<file path="src/rtl/lb_pkg.sv">
// Shared types and constants for the rotating 4-BRAM line buffer and its scheduler.
package lb_pkg;

    localparam int unsigned NUM_BUF     = 4;
    localparam int unsigned LB_SEL_W    = 2;
    localparam int unsigned HCNT_W      = 11;
    localparam int unsigned VCNT_W      = 10;
    localparam int unsigned LR_W        = 8;
    localparam int unsigned DEF_HRES    = 1280;
    localparam int unsigned DEF_VRES    = 720;
    localparam int unsigned DEF_KERNEL  = 3;

    typedef enum logic [1:0] {
        IDLE = 2'd0,
        FILL = 2'd1,
        RUN  = 2'd2
    } lb_state_t;

    // Window metadata that travels alongside the BRAM read latency.
    typedef struct packed {
        logic                valid;
        logic [HCNT_W-1:0]   hcount;
        logic [VCNT_W-1:0]   vcount;
        logic [LB_SEL_W-1:0] rot;
    } lb_win_t;

endpackage

</file>
<file path="src/rtl/lb_sched_delay.sv">
// Two-stage register pipeline used to align scheduler metadata with BRAM read data.
module lb_sched_delay #(
    parameter int unsigned W = 8
) (
    input  logic         clk,
    input  logic         rst_n,
    input  logic [W-1:0] d_in,
    output logic [W-1:0] q_out
);

    logic [W-1:0] s1_q, s1_d;
    logic [W-1:0] s2_q, s2_d;

    always_comb begin
        s1_d = d_in;
        s2_d = s1_q;
    end

    always_ff @(posedge clk or negedge rst_n) begin
        if (!rst_n) begin
            s1_q <= '0;
            s2_q <= '0;
        end else begin
            s1_q <= s1_d;
            s2_q <= s2_d;
        end
    end

    assign q_out = s2_q;

endmodule

</file>
<file path="src/rtl/line_buffer_sched.sv">
// Frame/line sequencer for the rotating line buffer feeding the 3x3 convolution.
// Optional frame/error statistics counters are enabled with LB_SCHED_STATS_EN.
module line_buffer_sched
    import lb_pkg::*;
#(
    parameter int unsigned HRES        = DEF_HRES,
    parameter int unsigned VRES        = DEF_VRES,
    parameter int unsigned KERNEL_SIZE = DEF_KERNEL
) (
    input  logic                clk_in,
    input  logic                rst_n_in,
    input  logic [HCNT_W-1:0]   hcount_in,
    input  logic [VCNT_W-1:0]   vcount_in,
    input  logic                data_valid_in,
    output logic [NUM_BUF-1:0]  write_en_out,
    output logic [LB_SEL_W-1:0] write_sel_out,
    output logic [LB_SEL_W-1:0] rot_out,
    output logic                window_valid_out,
    output logic [HCNT_W-1:0]   hcount_out,
    output logic [VCNT_W-1:0]   vcount_out,
    output logic                sync_err_out,
    output logic                frame_done_out,
    output logic [15:0]         frame_count_out,
    output logic [7:0]          err_count_out
);

    localparam logic [HCNT_W-1:0] H_LAST = HCNT_W'(HRES - 1);
    localparam logic [VCNT_W-1:0] V_LAST = VCNT_W'(VRES - 1);
    localparam logic [LR_W-1:0]   LR_RUN = LR_W'(KERNEL_SIZE - 1);

    lb_state_t           state_q, state_d;
    logic [LB_SEL_W-1:0] write_sel_q, write_sel_d;
    logic [LR_W-1:0]     lines_ready_q, lines_ready_d;
    logic [HCNT_W-1:0]   expected_h_q, expected_h_d;
    logic                sync_err_q, sync_err_d;
    logic                frame_done_q, frame_done_d;

    logic    sof, desync, accepted, eol;
    lb_win_t win_in, win_out;

    // Pixel classification and next-state computation.
    always_comb begin
        state_d       = state_q;
        write_sel_d   = write_sel_q;
        lines_ready_d = lines_ready_q;
        expected_h_d  = expected_h_q;
        sync_err_d    = 1'b0;
        frame_done_d  = 1'b0;

        sof      = data_valid_in && (hcount_in == '0) && (vcount_in == '0);
        desync   = data_valid_in && (state_q != IDLE) && !sof && (hcount_in != expected_h_q);
        accepted = sof || (data_valid_in && (state_q != IDLE) && !desync);
        eol      = accepted && (hcount_in == H_LAST);

        if (sof) begin
            state_d       = FILL;
            lines_ready_d = '0;
            expected_h_d  = (hcount_in == H_LAST) ? '0 : HCNT_W'(1);
            sync_err_d    = (state_q != IDLE);
        end else if (desync) begin
            state_d       = IDLE;
            lines_ready_d = '0;
            expected_h_d  = '0;
            sync_err_d    = 1'b1;
        end else if (accepted) begin
            expected_h_d  = (hcount_in == H_LAST) ? '0 : HCNT_W'(expected_h_q + HCNT_W'(1));
        end

        if (eol) begin
            write_sel_d = LB_SEL_W'(write_sel_q + LB_SEL_W'(1));
            if (state_d == FILL) begin
                lines_ready_d = LR_W'(lines_ready_d + LR_W'(1));
                if (lines_ready_d == LR_RUN) begin
                    state_d = RUN;
                end
            end else if ((state_d == RUN) && (vcount_in == V_LAST)) begin
                frame_done_d  = 1'b1;
                state_d       = IDLE;
                lines_ready_d = '0;
                expected_h_d  = '0;
            end
        end

        write_en_out = accepted ? (NUM_BUF'(1) << write_sel_q) : '0;

        // The frame-start pixel sits on row 0 and never forms a window.
        win_in.valid  = accepted && (state_q == RUN) && !sof;
        win_in.hcount = hcount_in;
        win_in.vcount = VCNT_W'(vcount_in - VCNT_W'(1));
        win_in.rot    = write_sel_q;
    end

    always_ff @(posedge clk_in or negedge rst_n_in) begin
        if (!rst_n_in) begin
            state_q       <= IDLE;
            write_sel_q   <= '0;
            lines_ready_q <= '0;
            expected_h_q  <= '0;
            sync_err_q    <= 1'b0;
            frame_done_q  <= 1'b0;
        end else begin
            state_q       <= state_d;
            write_sel_q   <= write_sel_d;
            lines_ready_q <= lines_ready_d;
            expected_h_q  <= expected_h_d;
            sync_err_q    <= sync_err_d;
            frame_done_q  <= frame_done_d;
        end
    end

    lb_sched_delay #(
        .W ($bits(lb_win_t))
    ) u_delay (
        .clk   (clk_in),
        .rst_n (rst_n_in),
        .d_in  (win_in),
        .q_out (win_out)
    );

    assign write_sel_out    = write_sel_q;
    assign sync_err_out     = sync_err_q;
    assign frame_done_out   = frame_done_q;
    assign window_valid_out = win_out.valid;
    assign hcount_out       = win_out.hcount;
    assign vcount_out       = win_out.vcount;
    assign rot_out          = win_out.rot;

`ifdef LB_SCHED_STATS_EN
    logic [15:0] frame_count_q, frame_count_d;
    logic [7:0]  err_count_q, err_count_d;

    // Counters update together with the pulse they count.
    always_comb begin
        frame_count_d = frame_count_q;
        err_count_d   = err_count_q;
        if (frame_done_d) begin
            frame_count_d = frame_count_q + 16'd1;
        end
        if (sync_err_d && (err_count_q != 8'hFF)) begin
            err_count_d = err_count_q + 8'd1;
        end
    end

    always_ff @(posedge clk_in or negedge rst_n_in) begin
        if (!rst_n_in) begin
            frame_count_q <= '0;
            err_count_q   <= '0;
        end else begin
            frame_count_q <= frame_count_d;
            err_count_q   <= err_count_d;
        end
    end

    assign frame_count_out = frame_count_q;
    assign err_count_out   = err_count_q;
`else
    assign frame_count_out = '0;
    assign err_count_out   = '0;
`endif

endmodule

</file>
<file path="config.mk">
export PLATFORM = sky130hd
export DESIGN_NAME = line_buffer_sched
export DESIGN_NICKNAME = d
export VERILOG_FILES = /design/src/rtl/lb_pkg.sv /design/src/rtl/lb_sched_delay.sv /design/src/rtl/line_buffer_sched.sv
export SDC_FILE = /design/constraint.sdc
export NUM_CORES = 1
export LEC_CHECK = 0
export CAP_MARGIN = 20
export CORE_MARGIN = 5
export CORE_UTILIZATION = 50
export DETAILED_ROUTE_END_ITERATION = 10
export GPL_ROUTABILITY_DRIVEN = 0
export HOLD_SLACK_MARGIN = 0.06
export PLACE_DENSITY = 0.92
export SYNTH_ARGS = -nofsm -noshare
export SYNTH_HDL_FRONTEND = slang
export SYNTH_SLANG_ARGS = --single-unit
</file>
<file path="constraint.sdc">
create_clock -name clk_in -period 3.9 [get_ports clk_in]
set_clock_uncertainty 0.05 [all_clocks]
set_input_delay 0.78 -clock clk_in [delete_from_list [all_inputs] [get_ports clk_in]]
set_output_delay 0.78 -clock clk_in [all_outputs]
set_load 0.1 [all_outputs]
</file>
* Yosys cells after proc, flatten, opt, wreduce, memory -nomap -nowiden
Cells that the tools add are included.
** Word-level totals
- Bits in registers :: 73
- Bits of input ports :: 24
- Output and inout port bits :: 56
** Cells by class
- Shift operators :: 1
- Eq/ne operators :: 7
- Add/sub/neg operators :: 4
- Multiplexer cells :: 25
- Reduce and logical (&&, ||, !) cells :: 16
** Operators with widths (count)
- $mux W11 :: 7
- $mux W8 :: 5
- $mux W2 :: 6
- $add A11 B1 Y11 const B :: 1
- $eq A11 B11 Y1 const B :: 1
- $logic_not A11 Y1 :: 1
- $ne A11 B11 Y1 :: 1
- $eq A10 B10 Y1 const B :: 1
- $logic_and A1 B1 Y1 :: 10
- $logic_not A10 Y1 :: 1
- $sub A10 B1 Y10 const B :: 1
- $add A8 B1 Y8 const B :: 1
- $eq A8 B2 Y1 const B :: 1
- $mux W1 :: 6
- $eq A2 B2 Y1 const B :: 2
- $mux W4 :: 1
- $shl A1 B2 Y4 const A :: 1
- $add A2 B1 Y2 const B :: 1
- $eq A2 B1 Y1 const B :: 1
- $logic_not A1 Y1 :: 2
- $reduce_bool A2 Y1 :: 1
- $logic_or A1 B1 Y1 :: 1

* Logic depth before layout (Yosys ltp)
Gate-level depths: netlist (run 1).
- Depth after elaboration :: 15
- Gate-level depth with buffers :: 15

* Hierarchy
From an unflattened synthesis (run 1), not the netlist that was laid out.
** Unflattened totals
- Cells, all modules :: 297
- Area, all modules :: 3339.5 um2
** Modules (own cells, without submodules)
- line_buffer_sched :: instances 1, area each 2138.3 um2, cells each 249
- lb_sched_delay :: instances 1, area each 1201.2 um2, cells each 48

* Worst setup path after synthesis (run 1)
OpenSTA, ideal clock, no wires.
- Kind :: input port to output port
- Start :: input vcount_in[6]
- End :: output write_en_out[0]
- Buffers on the path :: 1
- Slack :: -0.200 ns
- Arrival time :: 3.270 ns
- Stages :: 6
- Cells stage by stage :: or3_1 > or3_4 > nor2_2 > clkbuf_8 > nor2_1 > nor2b_1
** On the way
- Longest elaborated chain between the ends :: 9
** Ends and longest elaborated chain
- start, declared :: RTL line line_buffer_sched.sv:13 : input logic [VCNT_W-1:0] vcount_in,
- $logic_not A10 Y1 * :: RTL line line_buffer_sched.sv:50 : sof = data_valid_in && (hcount_in == '0) && (vcount_in == '0);
- $logic_and A1 B1 Y1 * :: RTL line line_buffer_sched.sv:50
- $logic_not A1 Y1 :: RTL line line_buffer_sched.sv:51 : desync = data_valid_in && (state_q != IDLE) && !sof && (hcount_in != expected_h_q);
- $logic_and A1 B1 Y1 (2 in series) :: RTL line line_buffer_sched.sv:51
- $logic_not A1 Y1 :: RTL line line_buffer_sched.sv:52 : accepted = sof || (data_valid_in && (state_q != IDLE) && !desync);
- $logic_and A1 B1 Y1 :: RTL line line_buffer_sched.sv:52
- $logic_or A1 B1 Y1 * :: RTL line line_buffer_sched.sv:52
- $mux W4 * :: RTL line line_buffer_sched.sv:84 : write_en_out = accepted ? (NUM_BUF'(1) << write_sel_q) : '0;
- end, declared :: RTL line line_buffer_sched.sv:15 : output logic [NUM_BUF-1:0] write_en_out,
Mark *: on every way between the ends. The rest lies on a longest branch, timed or not.

* Worst setup path after layout (run 1)
- Start :: input vcount_in[0]
- End :: output write_en_out[0]
The elaborated chain is that of the path after synthesis.

==> summary.txt, run 1 <==
Status -> completed
Crit path max-delay cell type -> clkdlybuf4s50_1
Die Span Y -> 91.7 um
Layout Nets -> 402
Area after DPL -> 0.00400 sq mm
Synth top area cells -> dfrtp_1, buf_4, xnor2_1
Area of the multi-input gates -> 0.00135 sq mm
H-tree Lvls -> 3
Global-route wire length before repair -> 11.9 mm
DRT Wirelength -> 7.14 mm
Util after Layout -> 65.8%
Die W -> 91.7 um
Largest net degree at the start of global routing -> 74
Sequential area share after synthesis -> 54.7%
WL met2 -> 3.73 mm
RSZ-0062 raised after global routing -> no
Post-synthesis cell type count -> 46
HPWL Detailed -> 5.15 mm
Top_reg_cell synth -> dfrtp_1
Cell taking the most area after synthesis -> dfrtp_1
Vias -> 2441
Mapped Avg Cell Area -> 11.2 sq um
Latest clock arrival within the worst-skew pair -> 0.35 ns
Max Fanout on Critical Path -> 12
Post-Syn Area -> 0.00334 sq mm
Ports -> 80
Initial antenna violation count -> 0
CTS tree -> built
Via density -> 5.42
Fmax -> 265 MHz
Met1 WL -> 2.74 mm
Full die area -> 0.00841 sq mm
TritonRoute pass-1 iters -> 6
Post-route clock period utilization -> 96.6%
ANT nets after route -> 0
R2r setup slk -> 0.87 ns
Final setup fails -> 0
WP data required -> 3.07 ns
Critical Path AT -> 2.94 ns
CP endpoint kind -> output pin
Vias in the first global route -> 2528
Total core area -> 0.00642 sq mm
Port Buffers -> 55
Post-synth top area share -> 54.7%
CP Launch Type -> input port
Tightest Hold Check Type -> flop to flop
Gr ovfl total -> 0
Post-synthesis cell count -> 297
Reg area -> 0.00183 sq mm
Max Cap Violations -> 0
EDFF count, synth -> 0
1st-iter DRT viols -> 254
CTS clk-pin slew, worst paths -> 0.07 ns
Yosys warnings -> 0
# clock sinks -> 73
Final Non-Filler Cells -> 450
Final Hold Fails -> 0
Fin area -> 0.00423 sq mm
Cts bufs inserted -> 9
Starting Density -> 52.0%
Row count -> 29
Remaining DRCs -> 0
Post-synthesis register bit count -> 73
Slew headroom -> 33.7%
Slowest cell delay on critical path -> 0.54 ns
Tightest Pin Transition -> 0.991 ns
Longest Clk Path Bufs -> 2
Commonest cells post-synth -> dfrtp_1, buf_4, xnor2_1
Async SR Flop Fraction -> 100%
Slew Limit Fails -> 0
Antenna Cells -> 0
Crit path cell chain -> clkdlybuf4s50_1, inv_1, ha_1, nor4bb_2, nand4_1, nor2_2, buf_4, nor2_1, nor2b_2, buf_12
Critical path type -> input port to output pin
Gr usage total -> 17.8%
Dpl ws -> -0.141 ns
Routed wl met3 -> 538 um
Pwr per Cell Area -> 405 mW/mm^2
Post-CTS Setup Inserts -> 0
Leak -> 1.86 nW
Routed wire per std cell -> 15.9 um
CTS root buf -> clkbuf_8
Share of post-route cells with drive strength above 1 -> 14.5%
Fillcell total -> 432
Layout area overhead -> 26.6%
Count leader, synth -> dfrtp_1
Highest metal used -> met4
Final setup margin -> 0.133 ns
Placed cells -> 434
Fin crit period -> 3.77 ns
Worst vdd ir -> 0.173 mV
cells by family (layout without fill, tap and decap cells):
group	after synthesis	in the layout	share of synthesized area, %
adder cells (fa/ha/maj)	10	10	3.75
AND/OR/NAND/NOR	97	97	16.1
AO/OA/AOI/OAI	43	43	8.54
buffers and inverters	40	93	8.02
flip-flops	73	73	54.7
multiplexers	2	2	0.637
other	1	24	0.112
XOR/XNOR	31	31	8.13
cells in the final DEF (no fill, tap or decap), drive strengths merged, types with 5 or more instances in the layout:
cell type	Yosys	layout
dfrtp	73	73
clkdlybuf4s50	0	50
conb	1	24
buf	29	20
xnor2	19	19
nor2	18	18
nand2	14	14
o21ai	14	14
nand3	13	13
xor2	12	12
clkbuf	4	11
ha	10	10
inv	7	8
o211ai	8	8
nor2b	8	8
nand4	7	7
or3	7	7
and3	7	7
a21oi	6	6
nor4	5	5
critical path, delay by kind of cell:
family / cells / cell delay, ns
fa+ha+maj: 1 / 0.22
simple gates: 5 / 0.89
buf+inv: 4 / 1.03
metal layers:
layer / GRT usage, % / vias up
li1: - / 1121
met1: 20.2 / 1183
met2: 31.0 / 123
met3: 4.83 / 14
met4: 8.29 / 0
met5: 0 / -
what timing repair did:
item | 4_1_cts | 5_1_grt
hold buffers | 0 | 0
endpoints found under the hold margin | 0 | 0
endpoints found under the setup margin | 0 | 4
resized for setup | 0 | 5
sequential cells by signal (all words and copies together), names as in the netlist:
name	flops
write_sel_out	2
state_q	2
u_delay.q_out	24
u_delay.s1_q	24
frame_done_out	1
lines_ready_q	8
expected_h_q	11
sync_err_out	1
worst paths after layout:
| path | startpoint | to | cells after the start |
|---|---|---|---|
| min in group asynchronous | rst_n_in | u_delay.q_out[16] | 2 |
| max | vcount_in[0] | write_en_out[0] | 10 |
| min reg2reg | u_delay.s1_q[8] | u_delay.q_out[8] | 0 |
| max in group asynchronous | rst_n_in | u_delay.q_out[10] | 2 |
| min | u_delay.s1_q[8] | u_delay.q_out[8] | 0 |
| max reg2reg | expected_h_q[2] | state_q[0] | 12 |
report_power, final:
| part | total [mW] | internal, mW | switching, mW |
|---|---|---|---|
| Clock | 0.617 | 0.333 | 0.284 |
| Combinational | 0.307 | 0.0595 | 0.247 |
| Sequential | 0.789 | 0.782 | 0.00669 |
| Total | 1.71 | 1.17 | 0.537 |
layout make-up:
| class | instances | area share (%) |
|---|---|---|
| Inverter | 7 | 0.621 |
| Clock buffer | 11 | 3.58 |
| Sequential cell | 73 | 43.2 |
| Tap cell | 77 | 2.28 |
| Timing Repair Buffer | 70 | 16.8 |
| Clock inverter | 5 | 1.48 |
| Multi-Input combinational cell | 207 | 32.0 |
per-stage QoR:
step | hold WS, ns | TNS (ns) | power (mW)
after floorplan | 0.281 | -0.798 | 1.04
after CTS | 0.301 | 0 | 1.72
after detailed placement | 0.285 | -0.204 | 1.11
final | 0.299 | 0 | 1.71
after global routing | 0.310 | 0 | 1.77
after global placement | 0.281 | -0.00351 | 1.10
No activity file was read; power rests on OpenSTA's default activity.
==> inputs of run 2 (changes only) <==
--- a/config.mk
+++ b/config.mk
@@ -12,6 +12,7 @@
 export GPL_ROUTABILITY_DRIVEN = 0
 export HOLD_SLACK_MARGIN = 0.06
 export PLACE_DENSITY = 0.92
+export SLEW_MARGIN = 20
 export SYNTH_ARGS = -nofsm -noshare
 export SYNTH_HDL_FRONTEND = slang
 export SYNTH_SLANG_ARGS = --single-unit
==> results of run 2 <==
Final layout, timing and power as in run 1 (identical DEF).
